[src/rtl/jt12_pkg.sv]
// Constants and helpers shared by the LFO, envelope generator and phase generator.
package jt12_pkg;

   localparam int LFO_MOD_W = 7;
   localparam int AM_W      = 7;

   // Samples per lfo_mod step, indexed by lfo_freq
   localparam logic [6:0] LFO_PERIOD [0:7] = '{
      7'd108, 7'd77, 7'd71, 7'd67, 7'd62, 7'd44, 7'd8, 7'd5
   };

   function automatic logic [6:0] lfo_period_m1(input logic [2:0] sel);
      return LFO_PERIOD[sel] - 7'd1;
   endfunction

   // Triangle folds the phase so am rises from 0 at mid-cycle to 126 at the ends
   function automatic logic [AM_W-1:0] lfo_am(input logic [LFO_MOD_W-1:0] mod);
      logic [5:0] tri_s;
      tri_s = mod[6] ? mod[5:0] : ~mod[5:0];
      return {tri_s, 1'b0};
   endfunction

endpackage

[src/rtl/jt12_lfo_div.sv]
// Sample divider: counts tick strobes and pulses step when the programmed period elapses.
module jt12_lfo_div
   import jt12_pkg::*;
#(
   parameter int DIV_W = 7
) (
   input  logic             clk,
   input  logic             rst_n,
   input  logic             clr,
   input  logic             tick,
   input  logic [DIV_W-1:0] period_m1,
   output logic             step
);

   logic [DIV_W-1:0] div_cnt_r;
   logic             wrap_s;

   // Terminal detect uses >= so a shortened period wraps at once instead of overflowing
   always_comb begin
      wrap_s = 1'b0;
      if (div_cnt_r >= period_m1) begin
         wrap_s = 1'b1;
      end else begin
         wrap_s = 1'b0;
      end
      step = tick & ~clr & wrap_s;
   end

   // Divider counter, advanced only on tick
   always_ff @(posedge clk or negedge rst_n) begin
      if (!rst_n) begin
         div_cnt_r <= {DIV_W{1'b0}};
      end else if (clr) begin
         div_cnt_r <= {DIV_W{1'b0}};
      end else if (tick) begin
         if (wrap_s) begin
            div_cnt_r <= {DIV_W{1'b0}};
         end else begin
            div_cnt_r <= div_cnt_r + {{(DIV_W-1){1'b0}}, 1'b1};
         end
      end else begin
         div_cnt_r <= div_cnt_r;
      end
   end

endmodule

[src/rtl/jt12_lfo.sv]
// YM2612 LFO: phase counter for PM and triangular AM word for the EG.
// Define JT12_LFO_TEST_EN to add the test_lfo_step input (step on every zero strobe).
module jt12_lfo
   import jt12_pkg::*;
#(
   parameter int DIV_W = 7
) (
   input  logic                 clk,
   input  logic                 rst_n,
   input  logic                 zero,
   input  logic                 lfo_en,
   input  logic [2:0]           lfo_freq,
`ifdef JT12_LFO_TEST_EN
   input  logic                 test_lfo_step,
`endif
   output logic [LFO_MOD_W-1:0] lfo_mod,
   output logic [AM_W-1:0]      am
);

   logic                 force_step_s;
   logic                 clr_s;
   logic                 div_step_s;
   logic                 adv_s;
   logic [LFO_MOD_W-1:0] next_mod_s;

`ifdef JT12_LFO_TEST_EN
   assign force_step_s = test_lfo_step & zero;
`else
   assign force_step_s = 1'b0;
`endif

   assign clr_s      = ~lfo_en | force_step_s;
   assign adv_s      = lfo_en & (force_step_s | div_step_s);
   assign next_mod_s = lfo_mod + 7'd1;

   jt12_lfo_div #(
      .DIV_W     (DIV_W)
   ) u_div (
      .clk       (clk),
      .rst_n     (rst_n),
      .clr       (clr_s),
      .tick      (zero),
      .period_m1 (DIV_W'(lfo_period_m1(lfo_freq))),
      .step      (div_step_s)
   );

   // Phase and AM move together, am taken from the next phase value
   always_ff @(posedge clk or negedge rst_n) begin
      if (!rst_n) begin
         lfo_mod <= 7'd0;
         am      <= 7'd0;
      end else if (!lfo_en) begin
         lfo_mod <= 7'd0;
         am      <= 7'd0;
      end else if (adv_s) begin
         lfo_mod <= next_mod_s;
         am      <= lfo_am(next_mod_s);
      end else begin
         lfo_mod <= lfo_mod;
         am      <= am;
      end
   end

endmodule
[config.mk]
export PLATFORM = sky130hd
export DESIGN_NAME = jt12_lfo
export DESIGN_NICKNAME = d
export VERILOG_FILES = /design/src/rtl/jt12_pkg.sv /design/src/rtl/jt12_lfo_div.sv /design/src/rtl/jt12_lfo.sv
export SDC_FILE = /design/constraint.sdc
export NUM_CORES = 1
export LEC_CHECK = 0
export BUFFER_PORTS_ARGS = -buffer_cell sky130_fd_sc_hd__buf_2
export CAP_MARGIN = 30
export CORE_UTILIZATION = 42
export CTS_BUF_LIST = sky130_fd_sc_hd__clkbuf_8
export DETAILED_ROUTE_END_ITERATION = 10
export PLACE_DENSITY_LB_ADDON = 0.1
export SLEW_MARGIN = 20
export SYNTH_ARGS = -nofsm -noshare
export SYNTH_HDL_FRONTEND = slang
export SYNTH_HIERARCHICAL = 1
export SYNTH_SLANG_ARGS = --single-unit
[constraint.sdc]
create_clock -name clk -period 2.6 [get_ports clk]
set_input_delay 0.13 -clock clk [delete_from_list [all_inputs] [get_ports clk]]
set_output_delay 0.13 -clock clk [all_outputs]
set_load 0.05 [all_outputs]
==> results of run 1 <==
==> stage by stage <==
stage | setup slack [ns] | area (um^2)
after detailed placement | -0.196 | 1680
after global placement | -0.102 | 1680
after global routing | 0.00905 | 1790
final | 0.125 | 1790
after floorplan | 0.0246 | 1450
after CTS | 0.0443 | 1760
==> final cells by class <==
type                       instances  share of cell area
clock inverter                     1              0.0168
inverter                          14              0.0294
multi-input combinational        116               0.491
clock buffer                       3              0.0231
sequential                        20               0.280
tap                               44              0.0308
timing repair buffer              35               0.129
==> cells in the mapped netlist, drive strengths merged <==
| cell | number | share of area |
|---|---|---|
| buf | 5 | 0.028 |
| o21ai | 7 | 0.032 |
| or2 | 1 | 0.0043 |
| nor2b | 2 | 0.0087 |
| a31oi | 5 | 0.022 |
| nor2 | 14 | 0.036 |
| ha | 10 | 0.087 |
| inv | 13 | 0.034 |
| or3 | 2 | 0.0095 |
| a21boi | 1 | 0.0052 |
| a21o | 1 | 0.0052 |
| nand3 | 8 | 0.036 |
| nand4 | 3 | 0.013 |
| xnor2 | 4 | 0.024 |
| nand2 | 10 | 0.026 |
| nand4b | 1 | 0.0061 |
| clkinv | 1 | 0.0026 |
| mux2 | 1 | 0.0078 |
| dfrtp | 20 | 0.35 |
| o311ai | 1 | 0.011 |
| a21oi | 11 | 0.038 |
| xor2 | 5 | 0.030 |
| conb | 1 | 0.0026 |
| and3 | 3 | 0.013 |
| and4 | 1 | 0.0078 |
| nor3 | 1 | 0.0035 |
| a22o | 2 | 0.012 |
| a221o | 2 | 0.014 |
| a2111oi | 1 | 0.019 |
| a211o | 2 | 0.014 |
| and2 | 4 | 0.019 |
| a211oi | 4 | 0.029 |
| a41oi | 3 | 0.029 |
| nand2b | 4 | 0.017 |
| o31ai | 1 | 0.0052 |
==> worst max path at each step <==
stage,end,slack [ns]
after floorplan,lfo_mod[4],0.02
after global placement,lfo_mod[4],-0.10
after detailed placement,lfo_mod[4],-0.20
after CTS,am[6],0.04
after global routing,am[1],0.009
final,am[1],0.12
==> routing by layer <==
| layer | vias up | wire length (um) | global-route usage |
|---|---|---|---|
| met5 | - | 0 | 0 |
| met4 | 0 | 15 | 0.0292 |
| li1 | 620 | - | - |
| met1 | 590 | 1630 | 0.286 |
| met2 | 22 | 1430 | 0.308 |
| met3 | 2 | 130 | 0.0533 |
==> flip-flops by register name, summed over array words and instances, names as in the netlist <==
register,cells
lfo_mod,7
u_div/div_cnt_r,7
am,6
==> what timing repair did <==
| item | CTS | global route |
|---|---|---|
| buffers inserted | 0 | 0 |
| endpoints found under the hold margin | 20 | 0 |
| endpoints found under the setup margin | 0 | 11 |
| gates resized for setup | 0 | 8 |
| hold buffers | 1 | 0 |
==> logic make-up after synthesis <==
logic type / count (synthesis) / synth area share
buf+inv: 19 / 0.0642
simple gates: 54 / 0.201
other cells: 1 / 0.00260
fa+ha+maj: 10 / 0.0867
compound gates: 41 / 0.236
flops: 20 / 0.347
mux: 1 / 0.00781
xor+xnor: 9 / 0.0546
==> worst min-delay path, cell delays in order <==
cell      delay [ns]
buf_2           0.13
o21ai_0         0.08
a211oi_1        0.06
==> power by group through the flow <==
| stage | combinational, uW | sequential (uW) | clock, uW |
|---|---|---|---|
| 2_1_floorplan | 91.7 | 349 | 0 |
| 3_5_place_dp | 161 | 342 | 0 |
| 5_1_grt | 187 | 340 | 333 |
| 4_1_cts | 163 | 336 | 323 |
| 3_3_place_gp | 155 | 342 | 0 |
| 6_report | 167 | 336 | 312 |
==> reports/metrics.cfg, run 1 <==
[finish]
fillers=313
ff_latch_area_um2=500
fin_nets=207
layout_common_cells=dfrtp_1 (20), buf_2 (19), buf_4 (14), nor2_1 (13), inv_1 (13)
multi_input_area_um2=878
fin_cells=233
finalCoreUtilization=0.567
diodes=0
area_growth_pct=23.9
final_common_cell=dfrtp_1
final_layout_size_suffix_gt1_frac=0.317

[critical_path]
crit_path_max_fanout=8
reg2reg_from=lfo_mod[0]
start_kind=input port
cp_top_family=compound AO/OA/AOI/OAI gates
crit_start=lfo_freq[1]
r2r_setup_slack_ns=0.38
path_buf_inv=3
worst_r2r_endpoint=am[1]
path_class=in -> reg
worst-path-stages=16
slowest_delay_ns=0.32
r2r_cells=5
worstPathCellList=buf_2 -> nor2_1 -> nor2_1 -> a21oi_2 -> ha_2 -> nand3_1 -> o21ai_0 -> inv_1 -> ha_1 -> a41oi_2 -> o21ai_4 -> a21oi_2 -> nor2_2 -> buf_4 -> and3_1 -> a221o_1
slowest_stage=ha_1
crit_arrival_ns=2.62
critical_path_required_ns=2.75
worstSetupEndpointType=flip-flop

[routing]
ant_nets=0
avgViaCountPerCell=5.30
drt-pass1-iter-count=4
routed_wl_mm=3.21
drt_iter0_drc=64
drc=0
wl_per_cell_um=13.8
via_count=1234

[power_and_ir_drop]
peakVddDrop_mv=0.404
p_leak_uw=0.000841
power_density_nw_per_um2=456
sw_frac_of_total=0.262
p_sw_uw=214
p_clk_frac=0.383
pwr-share-seq=0.412
finalPower_uw=815
internal_power_uw=602
pwr-share-comb=0.205

[grt]
antenna_found_initial=0
grt_pass1_vias=1178
overflow=0
grt_pass1_wl_mm=5.49
grt_max_degree=21
grtUsageTotal=0.199

[sta]
hold_slack_ns=0.186
setup_tns_ns=0
hold_viol=0
fmax_mhz=404
skew_ns=0.00302
setup_violations=0
final_max_slew_viol_count=0
grt_setup_unrepaired=yes
min_period_ns=2.48
finalCritPeriodShare=0.952

[clock_tree]
clock_path_buffers=2
cts_tree=yes
cts-htree-levels=1
clk_latency_ns=0.26
cts-root-buf=clkbuf_8
numClockSinks=20
clk_pin_slew_ns=0.08
numCtsBuffers=3

[floorplanning]
core_region_area_um2=3150
num_io_pins=21
dieHeight_um=60.6
start_util=0.458
die_w_um=60.6
dieArea_um2=3670
rows=20

[yosys]
ys_ff_latch=20
ys_seq_area_frac=0.347
synth.avg_cell_area_um2=9.31
postSynthNetCount=172
synth_area_um2=1440
syn_inst=155
synth_warnings=6
ys_types=43

[placed_design]
routabilityCongestion=0.805
dp.cells=228
io_buffers=19
dp_hpwl_mm=2.37

[worst_hold_path]
holdPathStages=3
holdCritStartpoint=lfo_en
whs_endpoint=am[2]
hp-class=in -> reg

[flow_run]
max_cap_violations=0

[outcome]
outcome=finished clean

(Power assumes the default switching activity.)
==> run 2: changes to the inputs <==
--- a/config.mk
+++ b/config.mk
@@ -7,11 +7,10 @@
 export LEC_CHECK = 0
 export BUFFER_PORTS_ARGS = -buffer_cell sky130_fd_sc_hd__buf_2
 export CAP_MARGIN = 30
-export CORE_UTILIZATION = 42
-export CTS_BUF_LIST = sky130_fd_sc_hd__clkbuf_8
+export CORE_UTILIZATION = 56
 export DETAILED_ROUTE_END_ITERATION = 10
 export PLACE_DENSITY_LB_ADDON = 0.1
-export SLEW_MARGIN = 20
+export SLEW_MARGIN = 0
 export SYNTH_ARGS = -nofsm -noshare
 export SYNTH_HDL_FRONTEND = slang
 export SYNTH_HIERARCHICAL = 1
==> run 2 against run 1 <==
- setup slack better by 0.064 ns
- sequential share of layout area up 0.93 points
- wire length down 2.9%
- non-clock buffer count up 1
- fmax up 2.7%
- clock-buffer cell count up 1
- global-route usage up 4.4 points
- critical path depth up 2
- via count up 1.8%
- first-iteration DRC count down 36%
- highest routed layer unchanged
==> reports/metrics.cfg, run 2 (same netlist as run 1, synthesis figures left out) <==
[clock_tree]
cts-htree-levels=1  ; unchanged
cts-root-buf=clkbuf_4  ; was clkbuf_8
numCtsBuffers=3  ; unchanged
cts_tree=yes  ; unchanged
clk_pin_slew_ns=0.11  ; was 0.08 ns
post_cts_buffers=0  ; unchanged
numClockSinks=20  ; unchanged
clock_path_buffers=2  ; unchanged
clk_latency_ns=0.30  ; was 0.26 ns

[critical_path]
slowest_delay_ns=0.32  ; about the same
start_kind=input port  ; unchanged
worstSetupEndpointType=flip-flop  ; unchanged
crit_path_max_fanout=8  ; unchanged
crit_arrival_ns=2.61  ; was 2.62 ns
critical_path_required_ns=2.80  ; was 2.75 ns
worstPathCellList=buf_2 -> nor2_2 -> nand2_1 -> a21boi_1 -> ha_2 -> nand3_1 -> o21ai_1 -> inv_1 -> ha_1 -> a41oi_2 -> o21ai_2 -> a21oi_1 -> nor2_1 -> buf_4 -> and2_1 -> nand2_1 -> a21oi_1 -> a221o_1  ; was buf_2 -> nor2_1 -> nor2_1 -> a21oi_2 -> ha_2 -> nand3_1 -> o21ai_0 -> inv_1 -> ha_1 -> a41oi_2 -> o21ai_4 -> a21oi_2 -> nor2_2 -> buf_4 -> and3_1 -> a221o_1
slowest_stage=ha_1  ; unchanged
path_class=in -> reg  ; unchanged

[routing]
routed_wl_mm=3.12  ; was 3.21 mm
avgViaCountPerCell=5.71  ; was 5.30
wl_per_cell_um=14.2  ; was 13.8 um
route.met2.wl_mm=1.44  ; was 1.43 mm
via_count=1256  ; was 1234
ant_nets=0  ; unchanged
top_layer_used=met4  ; unchanged
drt_iter0_drc=41  ; was 64
drt-pass1-iter-count=4  ; unchanged
met1_length_mm=1.60  ; was 1.63 mm
met3_wirelength_um=66  ; was 130 um
drc=0  ; unchanged

[power_and_ir_drop]
power_density_nw_per_um2=396  ; was 456 nW/um^2
p_leak_uw=0.000830  ; was 0.000841 uW
peakVddDrop_mv=0.371  ; was 0.404 mV

[grt]
grt_max_degree=21  ; unchanged
antenna_found_initial=0  ; unchanged
grt_pass1_wl_mm=5.04  ; was 5.49 mm
overflow=0  ; unchanged
grtUsageTotal=0.243  ; was 0.199
grt_pass1_vias=1183  ; was 1178

[worst_hold_path]
hp-class=in -> reg  ; unchanged

[sta]
min_period_ns=2.41  ; was 2.48 ns
setup_violations=0  ; unchanged
skew_ns=0.00596  ; was 0.00302 ns
final_max_slew_viol_count=0  ; unchanged
finalCritPeriodShare=0.927  ; was 0.952
setup_tns_ns=0  ; unchanged
hold_viol=0  ; unchanged
grt_setup_unrepaired=no  ; was yes
fmax_mhz=415  ; was 404 MHz

[finish]
final_layout_size_suffix_gt1_frac=0.311  ; was 0.317
final_common_cell=dfrtp_1  ; unchanged
fillers=189  ; was 313
fin_nets=208  ; was 207
finalCoreUtilization=0.705  ; was 0.567
top_regs=lfo_mod x7, u_div/div_cnt_r x7, am x6  ; unchanged
diodes=0  ; unchanged
layout_common_cells=dfrtp_1 (20), buf_2 (19), buf_4 (15), nor2_1 (13), inv_1 (13)  ; was dfrtp_1 (20), buf_2 (19), buf_4 (14), nor2_1 (13), inv_1 (13)
area_growth_pct=19.9  ; was 23.9%

[outcome]
outcome=finished clean  ; unchanged

[placed_design]
routabilityCongestion=0.848  ; was 0.805
dp_hpwl_mm=2.35  ; was 2.37 mm
io_buffers=19  ; unchanged

[floorplanning]
dieArea_um2=2780  ; was 3670 um^2
start_util=0.588  ; was 0.458
core_region_area_um2=2450  ; was 3150 um^2
num_io_pins=21  ; unchanged
rows=18  ; was 20
die_w_um=52.8  ; was 60.6 um
dieHeight_um=52.8  ; was 60.6 um

[flow_run]
max_cap_violations=0  ; unchanged

## run 2: through the flow
step	cell area, um^2	total power, uW	hold WS [ns]	setup WS, ns	cells
floorplan	1450	440	-0.166	0.0246	155
global placement	1670	494	0.104	-0.107	215
detailed placement	1670	501	0.112	-0.182	215
CTS	1710	687	0.105	0.120	220
global route	1730	722	0.124	0.0200	220
finish	1730	686	0.115	0.189	220
## run 2: cell type report
class	instances	area [um^2]	share of cell area
multi-input cells	116	866	0.500
flip-flops and latches	20	500	0.289
repair buffers	36	238	0.137
inverters	14	52.6	0.0304
well taps	30	37.5	0.0217
clock buffers	4	36.3	0.0210
## run 2: worst paths after layout
| path | start | end | slack [ns] | cells past startpoint |
|---|---|---|---|---|
| max in group asynchronous | rst_n | lfo_mod[4] | 1.98 | 2 |
| worst min-delay path | lfo_en | am[2] | 0.11 | 3 |
| min in group asynchronous | rst_n | am[5] | 0.30 | 2 |
| worst max register to register | lfo_mod[0] | am[1] | 0.36 | 5 |
| worst min register to register | am[4] | am[4] | 0.52 | 2 |
| worst max-delay path | lfo_freq[0] | am[3] | 0.19 | 18 |
## run 2: power by group
| part | internal (uW) | leakage (uW) | switching [uW] |
|---|---|---|---|
| clock network | 85.4 | 0.0000210 | 101 |
| logic | 72.0 | 0.000531 | 89.9 |
| registers | 323 | 0.000277 | 15.2 |
| total | 480 | 0.000830 | 206 |
## run 2: timing repair
item,CTS,global route
gates resized for setup,0,6
endpoints found under the setup margin,0,6
endpoints found under the hold margin,20,0
hold buffers,1,0
## run 2: critical path: cells and delay by family
kind	cells	cell delay [ns]
simple gates	6	0.56
compound gates	7	1.04
fa+ha+maj	2	0.54
buf+inv	3	0.32
## run 2: metal layers
metal | track usage | vias to the layer above
li1 | - | 622
met4 | 0.0482 | 0
met1 | 0.357 | 610
met5 | 0 | -
met3 | 0.0174 | 2
met2 | 0.388 | 22
==> run 3: changes to the inputs <==
--- a/config.mk
+++ b/config.mk
@@ -10,6 +10,7 @@
 export CORE_UTILIZATION = 56
 export DETAILED_ROUTE_END_ITERATION = 10
 export PLACE_DENSITY_LB_ADDON = 0.1
+export RECOVER_POWER = 25
 export SLEW_MARGIN = 0
 export SYNTH_ARGS = -nofsm -noshare
 export SYNTH_HDL_FRONTEND = slang
==> run 3 against run 2 <==
- wire length decreased by 0.42%
- via count about the same
- sequential share of layout area hardly changed
- clock skew rose by 0.00058 ns
- non-clock buffer count unchanged
- clock power barely moved
- sequential cell count did not move
- total power is essentially flat
- cell area barely moved
- register-to-register slack barely moved
==> reports/metrics.cfg, run 3 (same netlist as run 1, synthesis figures left out) <==
[finish]
final_area_um2=1730  ; about the same
area_growth_pct=19.9  ; about the same
finalCoreUtilization=0.704  ; was 0.705
final_layout_size_suffix_gt1_frac=0.305  ; was 0.311
layout_common_cells=dfrtp_1 (20), buf_2 (18), buf_4 (15), nor2_1 (13), inv_1 (13)  ; was dfrtp_1 (20), buf_2 (19), buf_4 (15), nor2_1 (13), inv_1 (13)
top_regs=lfo_mod x7, u_div/div_cnt_r x7, am x6  ; unchanged
fin_nets=208  ; unchanged
final_common_cell=dfrtp_1  ; unchanged
diodes=0  ; unchanged
fin_cells=220  ; unchanged

[floorplanning]
rows=18  ; unchanged
die_w_um=52.8  ; unchanged
dieHeight_um=52.8  ; unchanged
num_io_pins=21  ; unchanged
core_region_area_um2=2450  ; unchanged
start_util=0.588  ; unchanged
dieArea_um2=2780  ; unchanged

[clock_tree]
post_cts_buffers=0  ; unchanged
cts_tree=yes  ; unchanged
numCtsBuffers=3  ; unchanged
clk_pin_slew_ns=0.11  ; about the same
numClockSinks=20  ; unchanged
clk_latency_ns=0.30  ; about the same
clock_path_buffers=2  ; unchanged
cts-root-buf=clkbuf_4  ; unchanged
cts-htree-levels=1  ; unchanged

[power_and_ir_drop]
finalPower_uw=685  ; was 686 uW
p_leak_uw=0.000827  ; was 0.000830 uW
power_density_nw_per_um2=396  ; about the same
peakVddDrop_mv=0.371  ; about the same

[placed_design]
dp.cells=215  ; unchanged
io_buffers=19  ; unchanged
dpl-instance-area_um2=1670  ; unchanged
dp_hpwl_mm=2.35  ; unchanged
routabilityCongestion=0.848  ; unchanged

[routing]
drt-pass1-iter-count=4  ; unchanged
drt_iter0_drc=41  ; unchanged
drc=0  ; unchanged
routed_wl_mm=3.11  ; was 3.12 mm
avgViaCountPerCell=5.71  ; about the same
via_count=1257  ; was 1256
wl_per_cell_um=14.1  ; was 14.2 um
ant_nets=0  ; unchanged

[sta]
final_max_slew_viol_count=0  ; unchanged
skew_ns=0.00654  ; was 0.00596 ns
finalCritPeriodShare=0.929  ; was 0.927
setup_violations=0  ; unchanged
timing.slew.headroom=0.250
max_slew.worst_pin.slew_ns=1.12
fmax_mhz=414  ; was 415 MHz
min_period_ns=2.42  ; was 2.41 ns
hold_viol=0  ; unchanged
grt_setup_unrepaired=no  ; unchanged

[outcome]
outcome=finished clean  ; unchanged

[grt]
antenna_found_initial=0  ; unchanged
grt_pass1_vias=1183  ; unchanged
grt_max_degree=21  ; unchanged
grtUsageTotal=0.243  ; unchanged
overflow=0  ; unchanged
grt_pass1_wl_mm=5.04  ; unchanged

[critical_path]
path_class=in -> reg  ; unchanged
start_kind=input port  ; unchanged
crit_arrival_ns=2.61  ; about the same
critical_path_required_ns=2.80  ; about the same
r2r_setup_slack_ns=0.36  ; about the same
worstSetupEndpointType=flip-flop  ; unchanged
crit_path_max_fanout=8  ; unchanged

[worst_hold_path]
hp-class=in -> reg  ; unchanged

[flow_run]
max_cap_violations=0  ; unchanged

## run 3: changes by cell type in the layout (fill, tap and decap cells not counted), sizes merged
cell,previous run,this run
buf,35,34
clkbuf,4,5
## run 3: final cells by class
| type | count | area [um^2] |
|---|---|---|
| multi-input combinational | 116 | 866 |
| fill | 188 | 726 |
| sequential | 20 | 500 |
| timing repair buffer | 36 | 236 |
| inverter | 14 | 52.6 |
| tap | 30 | 37.5 |
| clock buffer | 4 | 36.3 |
## run 3: report_power, final
| part | switching, uW | total [uW] | internal (uW) |
|---|---|---|---|
| Combinational | 89.9 | 162 | 71.8 |
| Sequential | 15.2 | 338 | 323 |
| Clock | 100 | 186 | 85.4 |
| Total | 205 | 685 | 480 |
## run 3: routing by layer
layer  global-route usage  part of all wire  up-vias
li1                     -                 -      622
met1                0.357              0.51      605
met2                0.388              0.47       28
met3               0.0174             0.026        2
met4               0.0482            0.0026        0
met5                    0                 0        -
## run 3: worst paths after layout
kind,end,startpoint,cells past startpoint
worst max-delay path,am[3],lfo_freq[0],18
worst min-delay path,am[2],lfo_en,3
worst max register to register,am[1],lfo_mod[0],5
max in group asynchronous,lfo_mod[4],rst_n,2
worst min register to register,am[4],am[4],2
min in group asynchronous,am[5],rst_n,2
## run 3: worst max-delay path, cell delays in order
cell      delay (ns)
buf_2           0.12
nor2_2          0.04
nand2_1         0.08
a21boi_1        0.18
ha_2            0.22
nand3_1         0.09
o21ai_1         0.13
inv_1           0.05
ha_1            0.32
a41oi_2         0.19
o21ai_2         0.09
a21oi_1         0.14
nor2_1          0.06
buf_4           0.15
and2_1          0.21
nand2_1         0.08
a21oi_1         0.04
a221o_1         0.27
## run 3: through the flow
stage                     TNS, ns  hold slack [ns]  worst slack, ns
final                           0            0.116            0.185
after detailed placement   -0.817            0.112           -0.182
after global placement     -0.445            0.104           -0.107
after CTS                       0            0.105            0.120
after floorplan                 0           -0.166           0.0246
after global routing            0            0.124           0.0200
## run 3: timing repair
| item | in CTS | in global routing |
|---|---|---|
| hold buffers | 1 | 0 |
| hold endpoints to repair | 20 | 0 |
| endpoints found under the setup margin | 0 | 6 |
| resized for setup | 0 | 6 |
